--- src/rtl/i2c_pkg.sv ---
// rtl/i2c_pkg.sv - shared widths and state encodings for the I2C master arbiter
package i2c_pkg;

    localparam int DATA_W = 8;
    localparam int ADDR_W = 7;
    localparam int SIZE_W = 3;

    localparam logic [2:0] S_IDLE   = 3'd0;
    localparam logic [2:0] S_GRANT  = 3'd1;
    localparam logic [2:0] S_LAUNCH = 3'd2;
    localparam logic [2:0] S_RUN    = 3'd3;
    localparam logic [2:0] S_DONE   = 3'd4;

endpackage

--- src/rtl/rr_pick.sv ---
// rtl/rr_pick.sv - combinational round-robin pick: first set request at or after ptr
module rr_pick #(
    parameter int N  = 2,
    parameter int PW = 1
) (
    input  logic [N-1:0]  req,
    input  logic [PW-1:0] ptr,
    output logic [N-1:0]  grant
);

    logic [N-1:0] w_rot;
    logic [N-1:0] w_first;

    // Rotate so ptr lands on bit 0, isolate the lowest set bit, rotate back.
    assign w_rot   = N'({req, req} >> ptr);
    assign w_first = w_rot & (-w_rot);
    assign grant   = N'(({w_first, w_first} << ptr) >> N);

endmodule

--- src/rtl/i2c_master_arbiter.sv ---
// rtl/i2c_master_arbiter.sv - round-robin sharing of one I2C master among N requesters
module i2c_master_arbiter
    import i2c_pkg::*;
#(
    parameter int N         = 2,
    parameter int LAUNCH_TO = 255,
    parameter int RUN_TO    = 65535
) (
    input  logic                  clk,
    input  logic                  rst,
    input  logic [N-1:0]          cl_req,
    input  logic [N-1:0]          cl_rnw,
    input  logic [ADDR_W*N-1:0]   cl_addr,
    input  logic [SIZE_W*N-1:0]   cl_size,
    input  logic [DATA_W*N-1:0]   cl_data_i,
    input  logic [N-1:0]          cl_data_valid,
    output logic [N-1:0]          cl_grant,
    output logic [N-1:0]          cl_data_request,
    output logic [N-1:0]          cl_data_available,
    output logic [N-1:0]          cl_done,
    output logic [N-1:0]          cl_err,
    output logic [DATA_W-1:0]     rd_data,
    output logic                  m_start,
    input  logic                  m_ready,
    input  logic                  m_busy,
    input  logic                  m_data_request,
    input  logic                  m_data_available,
    input  logic [DATA_W-1:0]     m_data_o,
    output logic                  m_read_nwrite,
    output logic [ADDR_W-1:0]     m_addr,
    output logic [SIZE_W-1:0]     m_data_size,
    output logic [DATA_W-1:0]     m_data_i,
    output logic                  m_data_valid
);

    localparam int PW = (N > 1) ? $clog2(N) : 1;

    logic [2:0]    r_state;
    logic [PW-1:0] r_ptr;
    logic [N-1:0]  r_req;
    logic [N-1:0]  r_grant;
    logic [N-1:0]  r_done;
    logic [N-1:0]  r_err;
    logic          r_start;
    logic [7:0]    r_launch_cnt;
    logic [15:0]   r_run_cnt;

    logic [N-1:0]  w_pick;
    logic [PW-1:0] w_next_ptr;

    // Requests are frozen on leaving IDLE so a late raiser waits for the next round.
    rr_pick #(.N(N), .PW(PW)) u_pick (
        .req   (r_req),
        .ptr   (r_ptr),
        .grant (w_pick)
    );

    always_comb begin
        w_next_ptr = '0;
        for (int i = 0; i < N; i++) begin
            if (r_grant[i]) w_next_ptr = (i == N - 1) ? '0 : PW'(i + 1);
        end
    end

    always_ff @(posedge clk or negedge rst) begin
        if (!rst) begin
            r_state      <= S_IDLE;
            r_ptr        <= '0;
            r_req        <= '0;
            r_grant      <= '0;
            r_done       <= '0;
            r_err        <= '0;
            r_start      <= 1'b0;
            r_launch_cnt <= '0;
            r_run_cnt    <= '0;
        end else begin
            r_done <= '0;
            r_err  <= '0;
            case (r_state)
                S_IDLE: begin
                    r_launch_cnt <= '0;
                    r_run_cnt    <= '0;
                    if (|cl_req && m_ready && !m_busy) begin
                        r_req   <= cl_req;
                        r_state <= S_GRANT;
                    end
                end
                S_GRANT: begin
                    r_grant <= w_pick;
                    r_start <= 1'b1;
                    r_state <= S_LAUNCH;
                end
                S_LAUNCH: begin
                    r_launch_cnt <= r_launch_cnt + 8'd1;
                    if (!m_ready) begin
                        r_start <= 1'b0;
                        r_state <= S_RUN;
                    end else if (r_launch_cnt == 8'(LAUNCH_TO - 1)) begin
                        r_start <= 1'b0;
                        r_done  <= r_grant;
                        r_err   <= r_grant;
                        r_state <= S_DONE;
                    end
                end
                S_RUN: begin
                    r_run_cnt <= r_run_cnt + 16'd1;
                    if (m_ready && !r_start) begin
                        r_done  <= r_grant;
                        r_state <= S_DONE;
                    end else if (r_run_cnt == 16'(RUN_TO - 1)) begin
                        r_done  <= r_grant;
                        r_err   <= r_grant;
                        r_state <= S_DONE;
                    end
                end
                S_DONE: begin
                    r_grant <= '0;
                    r_ptr   <= w_next_ptr;
                    r_state <= S_IDLE;
                end
                default: r_state <= S_IDLE;
            endcase
        end
    end

    always_comb begin
        m_addr        = '0;
        m_read_nwrite = 1'b0;
        m_data_size   = '0;
        m_data_i      = '0;
        m_data_valid  = 1'b0;
        for (int i = 0; i < N; i++) begin
            if (r_grant[i]) begin
                m_addr        = cl_addr[ADDR_W*i +: ADDR_W];
                m_read_nwrite = cl_rnw[i];
                m_data_size   = cl_size[SIZE_W*i +: SIZE_W];
                m_data_i      = cl_data_i[DATA_W*i +: DATA_W];
                m_data_valid  = cl_data_valid[i];
            end
        end
    end

    assign cl_grant          = r_grant;
    assign cl_done           = r_done;
    assign cl_err            = r_err;
    assign m_start           = r_start;
    assign rd_data           = m_data_o;
    assign cl_data_request   = {N{m_data_request}} & r_grant;
    assign cl_data_available = {N{m_data_available}} & r_grant;

endmodule

--- config.mk ---
export PLATFORM = sky130hd
export DESIGN_NAME = i2c_master_arbiter
export DESIGN_NICKNAME = d
export VERILOG_FILES = /design/src/rtl/i2c_pkg.sv /design/src/rtl/rr_pick.sv /design/src/rtl/i2c_master_arbiter.sv
export SDC_FILE = /design/constraint.sdc
export NUM_CORES = 1
export LEC_CHECK = 0
export BUFFER_PORTS_ARGS = -buffer_cell sky130_fd_sc_hd__buf_2
export CORE_ASPECT_RATIO = 0.7
export CORE_MARGIN = 2
export CORE_UTILIZATION = 45
export DETAILED_ROUTE_END_ITERATION = 10
export MAX_ROUTING_LAYER = met4
export PLACE_DENSITY = 0.76
export SLEW_MARGIN = 20
export SYNTH_ARGS = -nofsm -noshare
export SYNTH_HDL_FRONTEND = slang
export SYNTH_HIERARCHICAL = 1
export SYNTH_SLANG_ARGS = --single-unit
--- constraint.sdc ---
create_clock -name clk -period 2.31 [get_ports clk]
set_clock_uncertainty 0.05 [all_clocks]
set_input_delay 0.693 -clock clk [delete_from_list [all_inputs] [get_ports clk]]
set_output_delay 0.693 -clock clk [all_outputs]
set_load 0.02 [all_outputs]
==> impl_metrics.env, run 1 <==
export IMPL_status="completed"
export IMPL_h_tree_depth=2
export IMPL_min_period_over_period_pct=92.80
export IMPL_dp_cells=367
export IMPL_hold_class="input pin to async pin"
export IMPL_stdcell_count=375
export IMPL_drv_slew=0
export IMPL_synth_async_sr_flop_share_pct=100.0
export IMPL_boundaryPins=95
export IMPL_startpoint="cl_grant[0]"
export IMPL_slew_headroom_pct=70.42
export IMPL_clock_fmax_mhz=466.5
export IMPL_synth_xor_area_share_pct=0
export IMPL_setup_tns_ns=0
export IMPL_r2r_slack_ns=0.39
export IMPL_ys_ff_latch=37
export IMPL_clock_path_buffers=2
export IMPL_hold_viol_final=0
export IMPL_clkLatencyLatePin_ns=0.29
export IMPL_ant_nets=0
export IMPL_grt_first_pass_wirelength_mm=8.583
export IMPL_wire_per_inst_um=14.21
export IMPL_vias=2014
export IMPL_final_cell_mix="buf_2 (78), dfrtp_1 (36), nand2_1 (29)"
export IMPL_timing_rr_start="r_state[0]"
export IMPL_finalWeightedCongestion=0.8056
export IMPL_port_buffer_count=78
export IMPL_drive_gt1_share_pct=33.01
export IMPL_start_kind="flop"
export IMPL_cp_max_fo=21
export IMPL_fp_row_count=21
export IMPL_synth_compound_area_share_pct=22.21
export IMPL_dieArea_um2=5519
export IMPL_synthCells=236
export IMPL_period_minus_slack_ns=2.144
export IMPL_antenna_found_initial=0
export IMPL_routed_via_density=5.371
export IMPL_synthFlopType="dfrtp_1"
export IMPL_synth_edf_count=0
export IMPL_coreArea_um2=4756
export IMPL_die_y_um=62.76
export IMPL_endpoint="m_addr[5]"
export IMPL_synthAdderAreaFrac_pct=2.255
export IMPL_first_iter_violations=98
export IMPL_cts_tree="yes"
export IMPL_power_density_nw_per_um2=1021
export IMPL_syn_nets=296
export IMPL_cts_sinks=37
export IMPL_nets=365
export IMPL_r2r_end="r_run_cnt[11]"
export IMPL_drc=0
export IMPL_yosysUniqueCellTypes=46
export IMPL_synth_top_family_by_area="compound AO/OA/AOI/OAI gates"
export IMPL_vdd_ir_drop_max_mv=0.4582
export IMPL_worstPathArrival_ns=1.40
export IMPL_synth_mux_area_share_pct=5.524
export IMPL_synth_avg_cell_area_um2=9.405
export IMPL_drt_pass1_iter_count=4
export IMPL_yosysWarnings=6
export IMPL_holdBufCountCts=0
export IMPL_die_width_um=87.95
export IMPL_cts_root_buf="clkbuf_8"
export IMPL_cellLeakagePower_nw=1.341
export IMPL_whs_ns=0.1378
export IMPL_grt_max_degree=37
export IMPL_seq_area_frac_synth_pct=41.71
export IMPL_antenna_cells=0
export IMPL_synth_simple_gate_area_share_pct=21.87
export IMPL_netlist_area_um2=2220
export IMPL_worst_pin_slew_ns=0.4437
export IMPL_hpwlAfterDp_mm=3.920
export IMPL_path_class="flop to primary output"
export IMPL_crit_required_ns=1.57
export IMPL_grt_use_total_pct=20.15
export IMPL_setup_violations=0
export IMPL_critPathCaptureType="primary output"
export IMPL_cts_clk_slew_worst_paths_ns=0.07
export IMPL_globalRouteOverflowTotal=0
export IMPL_start_util_pct=46.67
export IMPL_area_growth_syn_to_layout_pct=22.27
export IMPL_grt_setup_unrepaired="false"
export IMPL_reg2reg_depth=4
export IMPL_grt_pass1_vias=1688
export IMPL_maxCapViolations=0
export IMPL_wirelength_mm=5.328
export IMPL_final_common_cell="buf_2"
export IMPL_cts_made_buffers=5
sequential cells by signal (all words and copies together), names as in the netlist:
register      flops
r_req             2
cl_err            2
cl_done           2
cl_grant          2
r_ptr             1
r_run_cnt        16
m_start           1
r_state           3
r_launch_cnt      8
worst min path at each step:
stage | depth (start not counted) | slack (ns) | start | endpoint
finish | 1 | 0.14 | rst | r_launch_cnt[4]
detailed placement | 1 | 0.43 | r_run_cnt[15] | r_run_cnt[15]
CTS | 1 | 0.14 | rst | r_launch_cnt[4]
floorplan | 0 | 0.35 | rst | cl_done[0]
global placement | 1 | 0.42 | r_run_cnt[15] | r_run_cnt[15]
global route | 1 | 0.13 | rst | r_launch_cnt[4]
area by class of cell:
class | instances | area, um2
Sequential cell | 37 | 927.1
Timing Repair Buffer | 83 | 444.2
Tap cell | 69 | 86.33
Clock inverter | 2 | 10.01
Clock buffer | 6 | 72.57
Inverter | 6 | 22.52
Fill cell | 417 | 2042
Multi-Input combinational cell | 172 | 1151
per-layer routing:
layer | wire length, um | track usage [%]
met5 | 0 | -
met2 | 2259 | 24.34
met3 | 297 | 4.624
met1 | 2747 | 33.61
met4 | 23 | 3.462
cells by family (layout without fill, tap and decap cells):
group	Yosys count	in the layout
buffers and inverters	27	97
multiplexers	12	12
flip-flops	37	37
AO/OA/AOI/OAI	68	68
adder cells (fa/ha/maj)	4	4
AND/OR/NAND/NOR	88	88
power breakdown:
| part | leakage [nW] | switching (mW) | internal, mW |
|---|---|---|---|
| logic | 0.803 | 0.829 | 0.557 |
| registers | 0.493 | 0.173 | 0.775 |
| clock network | 0.0450 | 0.228 | 0.209 |
| total | 1.34 | 1.23 | 1.54 |
synth_stat cells, drive strengths merged (2+ instances only):
cell	instances	share of area (%)
and3	2	0.56
clkbuf	8	1.4
a21oi	6	1.5
inv	6	1.0
nor3	5	1.4
mux2i	10	4.5
ha	4	2.3
o311ai	2	0.79
nor3b	3	1.5
o211ai	2	0.68
o41ai	2	0.79
dfrtp	37	42
a22o	23	9.1
o31ai	3	1.0
nand2	29	4.9
mux2	2	1.0
nor2b	7	2.0
a31oi	5	1.4
nor2	11	1.9
or3	2	0.79
and2	4	1.1
and4	2	0.79
buf	13	4.1
nand4	8	2.9
o21ai	16	3.6
nand3	10	2.3
a21boi	4	1.4
critical path: stages, from the launching register on:
cell	delay, ns
dfrtp_2	0.42
nor2b_1	0.17
buf_6	0.21
a22o_1	0.15
buf_2	0.16
through the flow:
step                power (mW)  area, um2  worst slack (ns)  utilization, %
CTS                      2.768       2709            0.1048           56.96
global placement         2.297       2626            0.4056           55.22
finish                   2.771       2714            0.1663           57.06
floorplan                1.940       2220            0.2012               -
detailed placement       2.325       2626            0.3982           55.22
global route             2.972       2714           0.04487           57.06
timing repair:
action,4_1_cts,5_1_grt
endpoints found under the setup margin,0,3
gates resized for setup,0,2
setup buffers,0,0
Power figures use the tool's default switching activity.
==> run 2: changes to the inputs <==
REMOVE_ABC_BUFFERS = 1   (was unset)
==> run 2 against run 1 <==
Clock power grew 1%. Worst hold slack gained 0.24 ns. Maximum frequency is 2.6% lower. Count of clock-buffer cells in the layout unchanged. Design area increased by 0.37%. Largest cell class unchanged. Combinational power rose by 4%. Highest routed layer unchanged. Largest power group unchanged. Sequential power down 2%. Non-clock buffer count up 3. Critical endpoint is now m_data_i[5]. Die area stayed put. First-iteration DRC count is 66% higher. Register-to-register slack better by 0.08 ns. Final cell count is 0.80% higher.
==> impl_metrics.env, run 2 (same netlist as run 1, synthesis figures left out) <==
export IMPL_critPathCaptureType="primary output"
export IMPL_met2_length_mm=2.487
export IMPL_crit_chain="nor2b_1 > buf_6 > a22o_1 > buf_2"
export IMPL_final_area_um2=2724
export IMPL_clock_fmax_mhz=454.2
export IMPL_path_class="flop to primary output"
export IMPL_worstPathArrival_ns=1.46
export IMPL_globalRouteOverflowTotal=0
export IMPL_cts_clk_slew_worst_paths_ns=0.07
export IMPL_critical_path_top_delay_family="flip-flops"
export IMPL_slowest_stage="dfrtp_2"
export IMPL_maxCapViolations=0
export IMPL_clkLatencyLatePin_ns=0.30
export IMPL_whs_ns=0.3779
export IMPL_vdd_ir_drop_max_mv=0.5465
export IMPL_period_minus_slack_ns=2.202
export IMPL_drc=0
export IMPL_drive_gt1_share_pct=33.66
export IMPL_top_layer="met4"
export IMPL_drt_pass1_iter_count=4
export IMPL_final_common_cell="buf_2"
export IMPL_coreArea_um2=4756
export IMPL_grt_setup_unrepaired="false"
export IMPL_die_width_um=87.95
export IMPL_area_growth_syn_to_layout_pct=22.72
export IMPL_reg_top3="r_run_cnt: 16 flops, r_launch_cnt: 8 flops, r_state: 3 flops"
export IMPL_min_period_over_period_pct=95.31
export IMPL_grt_first_pass_wirelength_mm=9.087
export IMPL_cts_root_buf="clkbuf_8"
export IMPL_hold_class="input pin to async pin"
export IMPL_largest_register="r_run_cnt"
export IMPL_boundaryPins=95
export IMPL_cts_sinks=37
export IMPL_dp_cells=370
export IMPL_finalWeightedCongestion=0.8496
export IMPL_cts_tree="yes"
export IMPL_postCtsSetupBuffers=0
export IMPL_setup_violations=0
export IMPL_largest_reg_flops=16
export IMPL_met1_length_mm=2.751
export IMPL_fp_row_count=21
export IMPL_timing_rr_start="r_state[2]"
export IMPL_routed_via_density=5.365
export IMPL_holdBufCountCts=0
export IMPL_stdcell_count=378
export IMPL_h_tree_depth=2
export IMPL_slowest_delay_ns=0.42
export IMPL_start_util_pct=46.67
export IMPL_dieArea_um2=5519
export IMPL_start_kind="flop"
export IMPL_nets=368
export IMPL_port_buffer_count=78
export IMPL_grt_pass1_vias=1969
export IMPL_hpwlAfterDp_mm=4.219
export IMPL_wirelength_mm=5.540
export IMPL_vias=2028
export IMPL_cts_made_buffers=5
export IMPL_drv_slew=0
export IMPL_dpl_cell_area_um2=2636
export IMPL_final_cell_mix="buf_2 (78), dfrtp_1 (36), nand2_1 (29)"
export IMPL_startpoint="cl_grant[0]"
export IMPL_crit_required_ns=1.57
export IMPL_worst_pin_slew_ns=0.4672
export IMPL_status="completed"
export IMPL_hold_viol_final=0
export IMPL_grt_max_degree=38
export IMPL_first_iter_violations=163
export IMPL_grt_use_total_pct=21.49
export IMPL_cp_max_fo=21
export IMPL_power_density_nw_per_um2=1031
export IMPL_cellLeakagePower_nw=1.352
export IMPL_slew_headroom_pct=68.86
export IMPL_clock_path_buffers=2
export IMPL_ant_nets=0
export IMPL_die_y_um=62.76
export IMPL_antenna_found_initial=0
export IMPL_antenna_cells=0
export IMPL_worst_path_buf_inv=2
export IMPL_wire_per_inst_um=14.66
export IMPL_utilization_pct=57.27
export IMPL_wl_met3_um=241
==> run 2: cell count changes in the layout (fill, tap and decap cells not counted) <==
cell    before  now
buf_12       1    0
buf_4        3    7
==> run 2: cell type report <==
cell class	count	area, um2
fill	440	2032
multi-input combinational	172	1151
sequential	37	927.1
timing repair buffer	86	454.2
tap	69	86.33
clock buffer	6	72.57
inverter	6	22.52
clock inverter	2	10.01
==> run 2: power by group <==
group,switching (mW),internal (mW),total [mW]
logic,0.857,0.579,1.44
registers,0.153,0.776,0.929
clock network,0.234,0.209,0.443
total,1.24,1.56,2.81
==> run 2: through the flow <==
stage	worst slack (ns)	setup TNS [ns]	total power [mW]
6_report	0.1084	0	2.808
5_1_grt	0.02237	0	2.997
4_1_cts	0.04234	0	2.812
3_5_place_dp	0.3745	0	2.362
3_3_place_gp	0.3834	0	2.322
2_1_floorplan	-0.2606	-5.212	1.847
==> run 2: routing by layer <==
layer  up-vias  GRT usage [%]
met1       954          31.88
met5         -              -
met4         0          6.346
met3         5          4.888
li1       1018              -
met2        51          29.07
==> run 2: path summary, 6_finish.rpt <==
path / end / slack (ns) / cells past startpoint
max: m_data_i[5] / 0.11 / 4
min: r_run_cnt[11] / 0.38 / 2
max reg2reg: r_req[1] / 0.47 / 5
min reg2reg: r_run_cnt[14] / 0.44 / 1
max in group asynchronous: cl_grant[0] / 1.48 / 2
min in group clk: r_run_cnt[14] / 0.44 / 1
==> run 2: what timing repair did <==
action / in CTS / in global routing
resized for setup: 0 / 2
setup endpoints to repair: 0 / 20
endpoints found under the hold margin: 0 / 0
